## config.mk

```make
export PLATFORM = sky130hd
export DESIGN_NAME = mxv_load_sequencer_flat
export DESIGN_NICKNAME = d
export VERILOG_FILES = /design/src/rtl/mxv_load_sequencer_pkg.sv /design/src/rtl/mxv_load_sequencer_if.sv /design/src/rtl/mxv_load_sequencer.sv /design/src/flat_wrapper.sv
export SDC_FILE = /design/constraint.sdc
export NUM_CORES = 1
export LEC_CHECK = 0
export BUFFER_PORTS_ARGS = -buffer_cell sky130_fd_sc_hd__buf_2
export CORE_MARGIN = 8
export CORE_UTILIZATION = 60
export CTS_CLUSTER_SIZE = 24
export DETAILED_ROUTE_END_ITERATION = 10
export GPL_TIMING_DRIVEN = 1
export PLACE_DENSITY = 0.89
export RECOVER_POWER = 50
export SYNTH_ARGS = -nofsm -noshare
export SYNTH_HDL_FRONTEND = slang
export SYNTH_SLANG_ARGS = --single-unit
```

## constraint.sdc

```tcl
create_clock -name clk -period 6.6 [get_ports clk]
set_input_delay 0.33 -clock clk [delete_from_list [all_inputs] [get_ports clk]]
set_output_delay 0.33 -clock clk [all_outputs]
set_load 0.05 [all_outputs]
```

## src/rtl/mxv_load_sequencer_pkg.sv

```systemverilog
// Shared definitions for the matrix-vector load sequencer: FSM states,
// frame command codes, error codes and the payload-length helper.
package mxv_load_sequencer_pkg;

  typedef enum logic [2:0] {
    IDLE,
    GET_CMD,
    GET_SIZE,
    LOAD_MAT,
    LOAD_VEC,
    GET_TRL,
    RUN
  } state_t;

  localparam logic [7:0] CMD_SIZE  = 8'h01;
  localparam logic [7:0] CMD_MAT   = 8'h02;
  localparam logic [7:0] CMD_VEC   = 8'h03;
  localparam logic [7:0] CMD_START = 8'h04;
  localparam logic [7:0] CMD_CLR   = 8'h05;

  localparam logic [2:0] ERR_BAD_CMD    = 3'd1;
  localparam logic [2:0] ERR_NO_SIZE    = 3'd2;
  localparam logic [2:0] ERR_BAD_SIZE   = 3'd3;
  localparam logic [2:0] ERR_NOT_LOADED = 3'd4;
  localparam logic [2:0] ERR_BAD_TRL    = 3'd5;
  localparam logic [2:0] ERR_BUSY       = 3'd6;

  // Matrix payload length N*N; fits 7 bits for any N up to 11.
  function automatic logic [6:0] mat_target(input logic [3:0] n);
    logic [7:0] sq;
    sq = {4'b0000, n} * {4'b0000, n};
    return sq[6:0];
  endfunction

endpackage

```

## src/rtl/mxv_load_sequencer_if.sv

```systemverilog
// Byte stream, feeder control and compute handshake of the load sequencer.
interface mxv_load_sequencer_if;
  logic       rx_valid;
  logic [7:0] rx_data;
  logic       comp_done;
  logic [7:0] rec_data;
  logic       size_m_en;
  logic       enable_mat;
  logic       enable_vec;
  logic       enb_assign;
  logic       clear;
  logic       comp_start;
  logic       busy;
  logic       err;
  logic [2:0] err_code;

  modport master (
    input  rx_valid, rx_data, comp_done,
    output rec_data, size_m_en, enable_mat, enable_vec, enb_assign,
           clear, comp_start, busy, err, err_code
  );

  modport slave (
    output rx_valid, rx_data, comp_done,
    input  rec_data, size_m_en, enable_mat, enable_vec, enb_assign,
           clear, comp_start, busy, err, err_code
  );
endinterface

```

## src/rtl/mxv_load_sequencer.sv

```systemverilog
// Frame parser for the UART byte stream: loads size, matrix and vector into
// the data feeder, then starts the compute engine and waits for it to finish.
module mxv_load_sequencer
  import mxv_load_sequencer_pkg::*;
#(
  parameter int         MAX_N = 8,
  parameter logic [7:0] HDR   = 8'hFE,
  parameter logic [7:0] TRL   = 8'hEF
) (
  input logic                   clk,
  input logic                   rst,
  mxv_load_sequencer_if.master  bus
);

  localparam logic [7:0] MAX_N_B = 8'(MAX_N);

  state_t     state;
  logic [7:0] cmd;
  logic [3:0] n;
  logic [3:0] pend_n;
  logic [6:0] nn_target;
  logic [6:0] cnt;
  logic       mat_loaded;
  logic       vec_loaded;

  logic [7:0] rec_data;
  logic       size_m_en;
  logic       enable_mat;
  logic       enable_vec;
  logic       enb_assign;
  logic       clear;
  logic       comp_start;
  logic       busy;
  logic       err;
  logic [2:0] err_code;

  logic [6:0] cnt_next;
  logic [6:0] load_target;

  always_comb begin
    cnt_next    = cnt + 7'd1;
    load_target = (state == LOAD_MAT) ? nn_target : {3'b000, n};
  end

  // N and its square only change when a SIZE frame commits, so a bad or
  // truncated frame never disturbs the dimensions the feeder was set up with.
  always_ff @(posedge clk or posedge rst) begin
    if (rst) begin
      state      <= IDLE;
      cmd        <= '0;
      n          <= '0;
      pend_n     <= '0;
      nn_target  <= '0;
      cnt        <= '0;
      mat_loaded <= 1'b0;
      vec_loaded <= 1'b0;
      rec_data   <= '0;
      size_m_en  <= 1'b0;
      enable_mat <= 1'b0;
      enable_vec <= 1'b0;
      enb_assign <= 1'b0;
      clear      <= 1'b0;
      comp_start <= 1'b0;
      busy       <= 1'b0;
      err        <= 1'b0;
      err_code   <= '0;
    end else begin
      size_m_en  <= 1'b0;
      enable_mat <= 1'b0;
      enable_vec <= 1'b0;
      clear      <= 1'b0;
      comp_start <= 1'b0;
      err        <= 1'b0;

      case (state)
        IDLE: begin
          if (bus.rx_valid && bus.rx_data == HDR) state <= GET_CMD;
        end

        GET_CMD: begin
          if (bus.rx_valid) begin
            cmd <= bus.rx_data;
            cnt <= '0;
            case (bus.rx_data)
              CMD_SIZE: state <= GET_SIZE;
              CMD_MAT, CMD_VEC: begin
                if (n == 4'd0) begin
                  err      <= 1'b1;
                  err_code <= ERR_NO_SIZE;
                  state    <= IDLE;
                end else begin
                  enb_assign <= 1'b1;
                  state      <= (bus.rx_data == CMD_MAT) ? LOAD_MAT : LOAD_VEC;
                end
              end
              CMD_START, CMD_CLR: state <= GET_TRL;
              default: begin
                err      <= 1'b1;
                err_code <= ERR_BAD_CMD;
                state    <= IDLE;
              end
            endcase
          end
        end

        GET_SIZE: begin
          if (bus.rx_valid) begin
            if (bus.rx_data == 8'd0 || bus.rx_data > MAX_N_B) begin
              err      <= 1'b1;
              err_code <= ERR_BAD_SIZE;
              state    <= IDLE;
            end else begin
              pend_n <= bus.rx_data[3:0];
              state  <= GET_TRL;
            end
          end
        end

        LOAD_MAT, LOAD_VEC: begin
          if (bus.rx_valid) begin
            rec_data   <= bus.rx_data;
            enable_mat <= (state == LOAD_MAT);
            enable_vec <= (state == LOAD_VEC);
            cnt        <= cnt_next;
            if (cnt_next == load_target) begin
              enb_assign <= 1'b0;
              state      <= GET_TRL;
            end
          end
        end

        // The trailer is the commit point; a wrong trailer discards the frame.
        GET_TRL: begin
          if (bus.rx_valid) begin
            state <= IDLE;
            if (bus.rx_data != TRL) begin
              err      <= 1'b1;
              err_code <= ERR_BAD_TRL;
            end else begin
              case (cmd)
                CMD_SIZE: begin
                  size_m_en  <= 1'b1;
                  rec_data   <= {4'b0000, pend_n};
                  n          <= pend_n;
                  nn_target  <= mat_target(pend_n);
                  mat_loaded <= 1'b0;
                  vec_loaded <= 1'b0;
                end
                CMD_MAT: mat_loaded <= 1'b1;
                CMD_VEC: vec_loaded <= 1'b1;
                CMD_CLR: begin
                  clear      <= 1'b1;
                  n          <= '0;
                  nn_target  <= '0;
                  mat_loaded <= 1'b0;
                  vec_loaded <= 1'b0;
                end
                CMD_START: begin
                  if (mat_loaded && vec_loaded) begin
                    comp_start <= 1'b1;
                    busy       <= 1'b1;
                    state      <= RUN;
                  end else begin
                    err      <= 1'b1;
                    err_code <= ERR_NOT_LOADED;
                  end
                end
                default: ;
              endcase
            end
          end
        end

        RUN: begin
          if (bus.comp_done) begin
            busy  <= 1'b0;
            state <= IDLE;
          end
          if (bus.rx_valid) begin
            err      <= 1'b1;
            err_code <= ERR_BUSY;
          end
        end

        default: state <= IDLE;
      endcase
    end
  end

  assign bus.rec_data   = rec_data;
  assign bus.size_m_en  = size_m_en;
  assign bus.enable_mat = enable_mat;
  assign bus.enable_vec = enable_vec;
  assign bus.enb_assign = enb_assign;
  assign bus.clear      = clear;
  assign bus.comp_start = comp_start;
  assign bus.busy       = busy;
  assign bus.err        = err;
  assign bus.err_code   = err_code;

endmodule

```

## src/flat_wrapper.sv

```systemverilog
// flat-port wrapper written by rule: the top's interface ports become plain ports
module mxv_load_sequencer_flat import mxv_load_sequencer_pkg::*;
#(
  parameter int         MAX_N = 8,
  parameter logic [7:0] HDR   = 8'hFE,
  parameter logic [7:0] TRL   = 8'hEF
)
  (clk, rst, bus_rx_valid, bus_rx_data, bus_comp_done, bus_rec_data, bus_size_m_en, bus_enable_mat, bus_enable_vec, bus_enb_assign, bus_clear, bus_comp_start, bus_busy, bus_err, bus_err_code);
  mxv_load_sequencer_if bus_i ();
  input logic clk;
  input logic rst;
  input wire logic [$bits(bus_i.rx_valid)-1:0] bus_rx_valid;
  input wire logic [$bits(bus_i.rx_data)-1:0] bus_rx_data;
  input wire logic [$bits(bus_i.comp_done)-1:0] bus_comp_done;
  output wire logic [$bits(bus_i.rec_data)-1:0] bus_rec_data;
  output wire logic [$bits(bus_i.size_m_en)-1:0] bus_size_m_en;
  output wire logic [$bits(bus_i.enable_mat)-1:0] bus_enable_mat;
  output wire logic [$bits(bus_i.enable_vec)-1:0] bus_enable_vec;
  output wire logic [$bits(bus_i.enb_assign)-1:0] bus_enb_assign;
  output wire logic [$bits(bus_i.clear)-1:0] bus_clear;
  output wire logic [$bits(bus_i.comp_start)-1:0] bus_comp_start;
  output wire logic [$bits(bus_i.busy)-1:0] bus_busy;
  output wire logic [$bits(bus_i.err)-1:0] bus_err;
  output wire logic [$bits(bus_i.err_code)-1:0] bus_err_code;
  assign bus_i.rx_valid = bus_rx_valid;
  assign bus_i.rx_data = bus_rx_data;
  assign bus_i.comp_done = bus_comp_done;
  assign bus_rec_data = bus_i.rec_data;
  assign bus_size_m_en = bus_i.size_m_en;
  assign bus_enable_mat = bus_i.enable_mat;
  assign bus_enable_vec = bus_i.enable_vec;
  assign bus_enb_assign = bus_i.enb_assign;
  assign bus_clear = bus_i.clear;
  assign bus_comp_start = bus_i.comp_start;
  assign bus_busy = bus_i.busy;
  assign bus_err = bus_i.err;
  assign bus_err_code = bus_i.err_code;
  mxv_load_sequencer #(.MAX_N(MAX_N), .HDR(HDR), .TRL(TRL)) u_core (.clk(clk), .rst(rst), .bus(bus_i));
endmodule
```

# After elaboration in Yosys (flattened, before gate mapping)
# Index checks and enable logic that the tools add are counted.
# op_classes
add_sub_neg	1
n_mul	1
n_lt_le_gt_ge	1
eq_ne	38
muxes	79
bitwise_logic	2
reduce_logical	29
# ops
operator	count
3-bit two-way mux	22
1-bit two-way mux	36
8-bit by 2-bit equality test with 1-bit output, second input constant	4
8-bit by 3-bit equality test with 1-bit output, second input constant	4
8-bit two-way mux	4
7-bit case mux with 2 select lines	2
7-bit two-way mux	3
2-bit inequality test, second input constant	10
3-bit case mux with 6 select lines	1
8-bit by 1-bit equality test with 1-bit output, second input constant	2
8-bit case mux with 2 select lines	1
2-bit by 1-bit inequality test with 1-bit output, second input constant	6
3-bit case mux with 4 select lines	1
4-bit AND reduction	3
6-bit AND reduction	2
2-bit nonzero test	6
1-bit case mux with 2 select lines	5
10-bit AND reduction	1
3-bit equality test, second input constant	3
3-bit case mux with 3 select lines	1
8-bit equality test, second input constant	1
8-bit by 4-bit > comparator with 1-bit output, second input constant	1
8-bit logical NOT	1
8-bit inequality test, second input constant	1
22 further kinds	30
# word_totals
register_bits	54
in_bits	12
out_inout_bits	19

# Longest topological paths before layout
# depth
depth_word	6
mapped_depth	8

# Worst setup path after synthesis
# Ideal clock, no wire load.
# synth_path
kind	reg2reg
startpoint	reg u_core.cnt[0]
endpoint	reg u_core.state[2]
setup_time_ns	0.125
t_arrival_ns	2.067
required_ns	6.475
path_slack_ns	4.408
path_stages_with_launch	8
n_path_buf	0
synth_period_minus_slack_ns	2.192
path_cell_list	dfrtp_1 ha_1 nand3_2 xor2_2 xnor2_1 o31a_1 o41ai_4 mux2_4
# synth_between
elab_chain_cells	4
# synth_rtl
element	line_no	source
from (decl)	mxv_load_sequencer.sv:22	logic [6:0] cnt;
from (signal assigned)	mxv_load_sequencer.sv:124	cnt <= cnt_next;
7-bit by 1-bit adder with 7-bit output	mxv_load_sequencer.sv:41	cnt_next = cnt + 7'd1;
7-bit equality test	mxv_load_sequencer.sv:125	if (cnt_next == load_target) begin
2-bit by 1-bit inequality test with 1-bit output (no line)	-	
7-bit AND reduction (no line)	-	
to (signal assigned)	mxv_load_sequencer.sv:93	state <= (bus.rx_data == CMD_MAT) ? LOAD_MAT : LOAD_VEC;
to (decl)	mxv_load_sequencer.sv:17	state_t state;
# Every way passes these cells.
# A chain may end at the register's enable or synchronous reset.

# Worst setup path after layout
# layout_path
startpoint	reg u_core.state[0]
endpoint	reg u_core.state[2]
# layout_between
elab_chain_cells	5
elab_cells_between_ends	19
classes_between	14 x eq/ne; 2 x mux; 3 x reduce/logical
# layout_rtl
element	line_no	source
3-bit by 2-bit equality test with 1-bit output	mxv_load_sequencer.sv:42, mxv_load_sequencer.sv:75	
7-bit two-way mux	mxv_load_sequencer.sv:42	load_target = (state == LOAD_MAT) ? nn_target : {3'b000, n};
7-bit equality test	mxv_load_sequencer.sv:125	
2-bit by 1-bit inequality test with 1-bit output (no line)	-	
7-bit AND reduction (no line)	-	
# Parallel ways exist; a longest one is shown, timed or not.

==> impl_metrics.csv <==
group,metric,value,unit
run_status,status,"finished, violations left",
run_status,violations,"max-capacitance violations, max-slew violations",
die,dieWidth,85.63,microns
clock_tree,htreeDepth,2,
global_route,grt_pass1_wl,10930,microns
clock_tree,tritoncts,"done",
detailed_routing,drt_pass1_iterations,4,
placement,dpl-instance-area,3052,sq um
hold_path,worstHoldStart,"bus_comp_done",
detailed_routing,drc_errors,0,
synthesis,syn-num-nets,322,
timing,hold_violations,0,
setup_path,r2r_setup_slack,4.10,ns
global_route,grt_antenna_before_repair,0,
timing,setup_viol,0,
timing,fin_crit_sh,0.3795,
clock_tree,clock_latency,0.31,ns
setup_path,startpoint_type,"flip-flop",
timing,clock_skew,0.008803,ns
synthesis,synth-async-reset-ratio,1.000,
global_route,track_usage,0.1835,
pwr,ir_drop,0.2467,mV
setup_path,regToRegEndpoint,"u_core.state[2]$_DFFE_PP0P_",
finish,diodes,0,
clock_tree,clkSinkCount,52,
setup_path,rr_worst_depth,6,
timing,worst_pin_slew,1.937,ns
global_route,use_met2,0.3039,
synthesis,synth_flop_cell,"dfrtp_1",
synthesis,syn_inst,306,
timing,tns,0,ns
clock_tree,cts_resized,0,
synthesis,yosys.area.top_type_share,0.4473,
detailed_routing,via_per_inst,5.969,
global_route,grt_pass1_vias,2338,
die,start_util,0.6200,
timing,fmax,399.2,MHz
timing,relSlewSlack,-0.2928,
global_route,grt_max_degree,53,
detailed_routing,wirelength,6367,microns
setup_path,crit_type,"reg2reg",
setup_path,end_kind,"flip-flop",
setup_path,cp_max_fo,18,
synthesis,ys_types,53,
die,io_pins,31,
detailed_routing,wl_per_cell,16.54,microns
timing,final_max_slew_viol_count,53,
synthesis,synth_edf_count,0,
setup_path,rr_startpoint,"u_core.state[0]$_DFFE_PP0P_",
setup_path,worstPathRequired,6.80,ns
synthesis,synthMostInstantiatedCell,"nand2_1",
placement,place_congestion,0.8581,
flow_run,cap_violations,1,
global_route,globalRouteMet3Util,0.04298,
hold_path,whs_path_depth,2,
die,fp-row-count,25,
timing,layout_min_cycle_time,2.505,ns
synthesis,netlist_area,2909,sq um
hold_path,min_to,"u_core.bus.busy$_DFFE_PP0P_",
detailed_routing,ant_nets,0,
placement,io_buffers,30,
pwr,p_leak,0.001471,uW
detailed_routing,route.vias.total,2298,
finish,finish.instance_area,3134,sq um
clock_tree,holdBufCountCts,0,
setup_path,cp_data_arrival_time,2.70,ns
clock_tree,clockRootBuffer,"clkbuf_8",
clock_tree,cts_buffer_depth,2,
finish,fillCellCount,375,
synthesis,synth_largest_area_cell,"dfrtp_1",
synthesis,synth.area.top_cells,"dfrtp_1 45%, nand2_1 7.1%, mux2_2 5.4%",
global_route,top_usage_layer,"met2",
timing,rsz0062_at_grt,"false",
synthesis,ys.warnings.count,0,
synthesis,synth_commonest_cells,"55 x nand2_1, 52 x dfrtp_1, 19 x nor2_1",
clock_tree,numCtsBuffers,5,
global_route,globalRouteOverflowTotal,0,
hold_path,holdCritPathClass,"in2reg",
placement,hpwl,4669,microns
clock_tree,clk_pin_slew_worst_paths,0.09,ns
global_route,grt.met1_usage,0.2287,
die,die_area,7333,sq um
synthesis,yosysSeqAreaShare,0.4473,
clock_tree,cts_setup_buffers,0,
synthesis,avgSynthCellArea,9.507,sq um
finish,syn2layout_area_growth,7.742,%
finish,layout-drive-gt1-share,0.1873,
die,die_h,85.63,microns
synthesis,ys_ff_latch,52,
die,core-area,4692,sq um
finish,fin_nets,346,
detailed_routing,drtIter0Drc,144,
pwr,power_density,312.2,nW/um^2
-- state kept, by name, summed over array words and instances (netlist names), 3 cells and up --
signal and flops:
u_core.cnt 7, u_core.n 3, u_core.nn_target 6, u_core.pend_n 4, u_core.state 3, u_core.bus.err_code 3
u_core.cmd 8, u_core.bus.rec_data 8
-- critical path: stages, from the launching register on --
cell     delay (ns)
dfrtp_1        0.69
and3b_1        0.43
mux2i_1        0.28
xnor2_1        0.17
nand2_2        0.10
o41ai_4        0.40
mux2_4         0.33
-- cells in the final DEF, fill, tap and decap left out, types with 3 or more instances in the layout --
cell type,n
nor2_1,19
mux2i_1,3
nand2b_1,5
mux2_2,14
dfrtp_1,52
clkbuf_8,6
o21ai_0,18
ha_1,4
nor4_2,3
buf_2,22
xor2_1,4
a21o_1,5
a22o_1,4
xnor2_1,10
and2_1,8
a21oi_1,12
nand2_1,55
nor2b_1,7
inv_1,10
nor3_1,11
nand3_1,7
clkbuf_1,8
a31oi_1,4
-- worst max path at each step --
stage,startpoint,endpoint
after global routing,u_core.state[0]$_DFFE_PP0P_,u_core.state[2]$_DFFE_PP0P_
final,u_core.state[0]$_DFFE_PP0P_,u_core.state[2]$_DFFE_PP0P_
after CTS,u_core.state[0]$_DFFE_PP0P_,u_core.state[2]$_DFFE_PP0P_
after detailed placement,u_core.state[0]$_DFFE_PP0P_,u_core.state[2]$_DFFE_PP0P_
after global placement,u_core.state[0]$_DFFE_PP0P_,u_core.state[2]$_DFFE_PP0P_
after floorplan,u_core.cnt[0]$_DFFE_PP0P_,u_core.state[2]$_DFFE_PP0P_
-- layer usage --
metal,wire length [microns],share of wire,vias to the layer above
li1,-,-,1106
met1,2794,0.44,1113
met2,3117,0.49,71
met3,375,0.059,8
met4,81,0.013,0
met5,0,0,-
-- area by class of cell --
type | count | area [sq um] | share of cell area
inverters | 11 | 41.29 | 0.01317
well taps | 54 | 67.56 | 0.02156
repair buffers | 30 | 140.1 | 0.04471
multi-input cells | 230 | 1491 | 0.4758
flip-flops and latches | 52 | 1301 | 0.4152
clock buffers | 6 | 82.58 | 0.02635
clock inverters | 2 | 10.01 | 0.003194
-- power breakdown --
| part | internal, uW | switching (uW) | total, uW |
|---|---|---|---|
| registers | 377 | 63.7 | 440 |
| logic | 114 | 236 | 349 |
| clock network | 83.9 | 105 | 189 |
-- through the flow --
| stage | cells | hold WS (ns) | util | setup WS (ns) | power (uW) |
|---|---|---|---|---|---|
| floorplan | 306 | 0.4345 | - | 4.408 | 718.4 |
| global placement | 377 | 0.4686 | 0.6504 | 4.281 | 782.0 |
| detailed placement | 377 | 0.4658 | 0.6504 | 4.128 | 794.9 |
| CTS | 385 | 0.2261 | 0.6701 | 4.108 | 981.4 |
| global route | 385 | 0.2252 | 0.6680 | 3.922 | 1030 |
| finish | 385 | 0.2324 | 0.6680 | 4.095 | 978.5 |
-- cells by family (layout without fill, tap and decap cells) --
kind of cell / Yosys count / count (layout) / synth area share
flip-flops: 52 / 52 / 0.4473
AO/OA/AOI/OAI: 57 / 57 / 0.1308
buffers and inverters: 24 / 49 / 0.04000
XOR/XNOR: 15 / 15 / 0.04774
multiplexers: 18 / 18 / 0.06968
adder cells (fa/ha/maj): 4 / 4 / 0.01720
AND/OR/NAND/NOR: 136 / 136 / 0.2473
Note: power is estimated with default switching activity, not from simulation.
